<file path="src/rtl/mult_sequencer.sv">
// mult_sequencer: 32x32 -> 64-bit shift-and-add multiplier that borrows the
// shared EX-stage ALU for each accumulate step via a request/grant handshake.
//
// Ports:
//   clk, rst_n        clock, synchronous active-low reset
//   start             request a multiply (sampled only in IDLE)
//   signedOp          1 = signed, 0 = unsigned (sampled with start)
//   multA, multB      multiplicand / multiplier (sampled with start)
//   busy              multiply in progress (registered)
//   done              one-cycle pulse, hi/lo valid (registered)
//   hi, lo            product words, held until the next done
//   aluReq/aluGnt     ALU request / arbiter grant
//   aluN1, aluN2      ALU operands (accumulator, multiplicand magnitude)
//   aluCtrl           ALU control code (add when requesting, else 0)
//   aluResult         combinational ALU result, same cycle
module mult_sequencer (
  input  logic        clk,
  input  logic        rst_n,
  input  logic        start,
  input  logic        signedOp,
  input  logic [31:0] multA,
  input  logic [31:0] multB,
  output logic        busy,
  output logic        done,
  output logic [31:0] hi,
  output logic [31:0] lo,
  output logic        aluReq,
  input  logic        aluGnt,
  output logic [31:0] aluN1,
  output logic [31:0] aluN2,
  output logic [3:0]  aluCtrl,
  input  logic [31:0] aluResult
);

  localparam logic [3:0] ALU_ADD = 4'b0010;

  typedef enum logic [1:0] {IDLE, ADD, FIX} stateT;

  stateT       state, stateNext;
  logic [31:0] acc, mplier, mcand;
  logic [5:0]  count;
  logic        neg;
  logic        step;     // an ADD iteration completes this cycle
  logic        carry;    // carry-out of acc + mcand, recovered from the wrapped sum
  logic [63:0] prod, prodFix;

  always_comb begin
    stateNext = state;
    aluReq    = 1'b0;
    aluN1     = 32'd0;
    aluN2     = 32'd0;
    aluCtrl   = 4'b0000;
    step      = 1'b0;
    case (state)
      IDLE: if (start) stateNext = ADD;
      ADD: begin
        if (mplier[0]) begin
          aluReq  = 1'b1;
          aluN1   = acc;
          aluN2   = mcand;
          aluCtrl = ALU_ADD;
          step    = aluGnt;   // no grant: hold everything and retry
        end else begin
          step    = 1'b1;
        end
        if (step && count == 6'd31) stateNext = FIX;
      end
      FIX:     stateNext = IDLE;
      default: stateNext = IDLE;
    endcase
  end

  assign carry   = (aluResult < acc);
  assign prod    = {acc, mplier};
  assign prodFix = neg ? (~prod + 64'd1) : prod;

  always_ff @(posedge clk) begin
    if (!rst_n) begin
      state  <= IDLE;
      acc    <= 32'd0;
      mplier <= 32'd0;
      mcand  <= 32'd0;
      count  <= 6'd0;
      neg    <= 1'b0;
      busy   <= 1'b0;
      done   <= 1'b0;
      hi     <= 32'd0;
      lo     <= 32'd0;
    end else begin
      state <= stateNext;
      done  <= 1'b0;
      case (state)
        IDLE: if (start) begin
          // magnitude of 0x80000000 wraps to itself, read as unsigned
          mcand  <= (signedOp && multA[31]) ? -multA : multA;
          mplier <= (signedOp && multB[31]) ? -multB : multB;
          neg    <= signedOp & (multA[31] ^ multB[31]);
          acc    <= 32'd0;
          count  <= 6'd0;
          busy   <= 1'b1;
        end
        ADD: if (step) begin
          if (mplier[0]) {acc, mplier} <= {carry, aluResult, mplier[31:1]};
          else           {acc, mplier} <= {1'b0, acc, mplier[31:1]};
          count <= count + 6'd1;
        end
        FIX: begin
          {hi, lo} <= prodFix;
          done     <= 1'b1;
          busy     <= 1'b0;
        end
        default: ;
      endcase
    end
  end

endmodule

</file>
<file path="config.mk">
export PLATFORM = sky130hd
export DESIGN_NAME = mult_sequencer
export DESIGN_NICKNAME = d
export VERILOG_FILES = /design/src/rtl/mult_sequencer.sv
export SDC_FILE = /design/constraint.sdc
export NUM_CORES = 1
export LEC_CHECK = 0
export BUFFER_PORTS_ARGS = -buffer_cell sky130_fd_sc_hd__buf_4
export CAP_MARGIN = 20
export CELL_PAD_IN_SITES_DETAIL_PLACEMENT = 0
export CELL_PAD_IN_SITES_GLOBAL_PLACEMENT = 1
export CORE_ASPECT_RATIO = 1.2
export CORE_MARGIN = 5
export CORE_UTILIZATION = 40
export CTS_CLUSTER_DIAMETER = 150
export DETAILED_ROUTE_END_ITERATION = 16
export GPL_ROUTABILITY_DRIVEN = 0
export PLACE_DENSITY = 0.85
export SLEW_MARGIN = 20
export SYNTH_ARGS = -nofsm -noshare
export SYNTH_HDL_FRONTEND = slang
export SYNTH_SLANG_ARGS = --single-unit
</file>
<file path="constraint.sdc">
create_clock -name clk -period 5.7 [get_ports clk]
set_input_delay 0.285 -clock clk [delete_from_list [all_inputs] [get_ports clk]]
set_output_delay 0.285 -clock clk [all_outputs]
set_load 0.03 [all_outputs]
</file>
==> summary.md <==
| Metric | Value |
|---|---|
| Most common cell after layout, fill and taps aside | buf_4 |
| Routed wire length | approximately 35 mm |
| NetSw | 1.08 mW |
| Met2 Usage GRT | 0.378 |
| Clock buffer depth | 2 |
| R2r worst-path depth | 6 |
| Cts bufs inserted | 17 |
| DR vias/cell | approximately 5.7 |
| Global route overflow | 0 |
| First-pass GRT wire length | 55.1 mm |
| Post-synthesis mux area share | 0.0364 |
| Critical Path RT | around 5.4 ns |
| Skew final | ~0.021 ns |
| Sequential Power Share | 0.419 |
| CP Max Fanout | 33 |
| Pwr/cell area | roughly 250 nW/µm² |
| Total global-route track usage | 0.231 |
| Met3 Track Usage GR | 0.0498 |
| Number of synthesized flops with an enable pin | 0 |
| Area growth syn-to-layout | 23.1% |
| Unique masters post-synth | 64 |
| I/O pins | 236 |
| Endpoints failing setup | 0 |
| Async SR Flop Fraction | 0 |
| Share of cells above drive strength 1 | 0.195 |
| Syn_area_per_cell | 7.77 µm² |
| Adder-Cell Fraction of Synth Area | 0.0419 |
| CP cell instances | nor2b_2 -> buf_4 -> nand2_1 -> buf_4 -> nor2_1 -> buf_4 |
| Clock latency on the worst-skew pair | ~0.44 ns |
| Max-cap violations | 0 |
| DIE AREA | 29400 µm² |
| Post-route antenna net violation count | 0 |
| Internal power | 2.11 mW |
| Maximum vdd drop | roughly 0.20 mV |
| Most frequent cells in the layout | 243 x buf_4, 169 x dfxtp_1, 168 x nor2_1, 99 x a21oi_1, 92 x nand2_1 |
| FP Rows | 64 |
| Crit path DAT | between 3 and 4 ns |
| Post-Synth XOR/XNOR Area | 0.0965 |
| Overall power | between 3 and 4 mW |
| Top achievable clock speed | around 300 MHz |
| Ys flop type | dfxtp_1 |
| WL/cell | about 19 µm |
| CTS sink cnt | between 150 and 200 |
| CP Class | reg2out |
| Slowest Stage Delay on Critical Path | 0.86 ns |
| Busiest grt layer | met2 |
| Logic pwr share | 0.219 |
| Sw Share | 0.339 |
| Yosys warns | 0 |
| Detailed-placement wirelength estimate | 25.8 mm |
| Met1 Use GR | 0.303 |
| Synthesized instance count | ~1300 |
| Hold crit path type | in2reg |
| DR iter-0 viols | 680 |
| Critical Path Most Common Cell | buf_4 |
| Die height | ~190 µm |
| Initial antenna violation count | 0 |
| # fillers | between 2000 and 3000 |
| Die width | 157 µm |
| Ant diodes | 0 |
| Clock share of power | 0.362 |
| Synth Area in Compound Gates | 0.217 |
| Largest net degree at the start of global routing | approximately 110 |
| # DRC | 0 |
| # port buffers | between 200 and 250 |
| Fin util | 0.502 |
| Largest family of logic cells by synthesized area | simple AND/OR/NAND/NOR gates |
| Postcts setup bufs | 0 |
| Slew Limit Headroom | 0.296 |
| Pleak | between 5 and 6 nW |
| Setup TNS | 0 ns |
| Tcrit/Tclk final | 0.578 |
| Worst path slowest cell | nor2b_2 |
| Min Tclk post-route | about 3.3 ns |
| Final Hold Viols | 0 |
| Min-Delay Path Depth | 3 |
| Mapped Area | 10400 µm² |
| Via count | ~11000 |
| # H-tree levels | 4 |
| Post-CTS Resized | 0 |
| Seq/Total Area, Yosys | 0.328 |
| Final Net Count | 1635 |
| Initial core utilization | 0.407 |
| Core area | about 26000 µm² |
| Pre-antenna DRT Iters | 5 |
| Vias in the first global route | 9930 |
| Clock-pin slew on the worst setup and hold paths | 0.08 ns |
| Status | finished, final reports clean |
| Max-slew violation count | 0 |
| CTS tree | done |
| RSZ-0062 raised after global routing | false |
| FF+latch count, synth | about 170 |
| Worst Tran Pin Value | 1.05 ns |
| Startpoint types | flop |
| CP endpoint kind | output pin |
| Root Driver | clkbuf_16 |
| Synth Area in Simple Gates | 0.221 |
| Hold_buf cts | 0 |
[critical path, delay by kind of cell, from the launching register on]
family | cells | cell delay, ns
AND/OR/NAND/NOR | 3 | 1.12
buffers and inverters | 3 | 0.90
flip-flops | 1 | 0.52
[metrics by stage]
stage	std cells	area [µm²]	hold slack, ns	setup WS [ns]
final	1842	12900	0.133	2.41
after global routing	1842	12900	0.122	2.24
after CTS	1842	12900	0.124	2.41
after detailed placement	1810	12300	0.444	2.53
after global placement	1810	12300	0.437	2.54
after floorplan	1346	10400	0.421	2.91
[worst paths after layout]
kind	start	slack (ns)	to
worst max-delay path	state[0]$_SDFFE_PN0P_	2.41	aluN1[20]
worst min-delay path	multA[0]	0.13	mcand[0]$_SDFFE_PN0P_
worst min register to register	hi[20]$_SDFFE_PN0P_	0.45	hi[20]$_SDFFE_PN0P_
worst max register to register	mplier[18]$_SDFFE_PN0P_	2.47	lo[28]$_SDFFE_PN0P_
[cell usage after synthesis (14+ instances only)]
library cell | n | area, µm²
inv_1 | 42 | 158
xnor2_1 | 61 | 534
nand2_1 | 92 | 345
a21oi_1 | 99 | 495
nand4_1 | 16 | 100
mux2i_1 | 38 | 380
nor3_1 | 52 | 260
xor2_1 | 54 | 473
or4_1 | 20 | 150
o41ai_1 | 22 | 193
and3_1 | 41 | 257
nand3_1 | 27 | 135
or3_1 | 21 | 131
nor2_1 | 170 | 638
dfxtp_1 | 171 | 3420
a211oi_1 | 49 | 368
o211ai_1 | 14 | 105
o21ai_0 | 72 | 360
o31ai_1 | 26 | 195
ha_1 | 35 | 438
o21ai_1 | 14 | 70.1
clkbuf_1 | 95 | 357
[kinds of logic after synthesis]
logic type,after synthesis
and+or+nand+nor,480
AOI/OAI and AO/OA,351
DFF,171
buffers and inverters,153
xor gates and xnor gates,115
muxes,38
adders and majority gates,35
other,1
[sequential cells by signal (all words and copies together), names as in the netlist]
| signal | cells |
|---|---|
| hi | 32 |
| lo | 32 |
| mcand | 32 |
| acc | 32 |
| busy | 1 |
| count | 6 |
| state | 2 |
| done | 1 |
| neg | 1 |
| mplier | 32 |
[final cells by class]
cell class	instances	area [µm²]	area share
tap	330	413	0.0321
timing repair buffer	243	1820	0.142
sequential	171	3430	0.267
clock buffer	17	425	0.0331
clock inverter	15	153	0.0119
multi-input combinational	1022	6450	0.502
inverter	44	166	0.0129
[layer usage]
layer | wire, µm | vias up | share of wire
met3 | 2580 | 49 | 0.074
li1 | - | 5155 | -
met5 | 0 | - | 0
met1 | 15000 | 4957 | 0.43
met4 | 938 | 0 | 0.027
met2 | 16500 | 372 | 0.47
[power by group through the flow]
stage,Clock [mW],Combinational (mW),Sequential [mW]
floorplan,0,0.493,1.33
global placement,0,0.686,1.36
detailed placement,0,0.692,1.36
CTS,1.17,0.695,1.33
global route,1.22,0.769,1.35
finish,1.15,0.698,1.34
No activity file was read; power rests on OpenSTA's default activity.
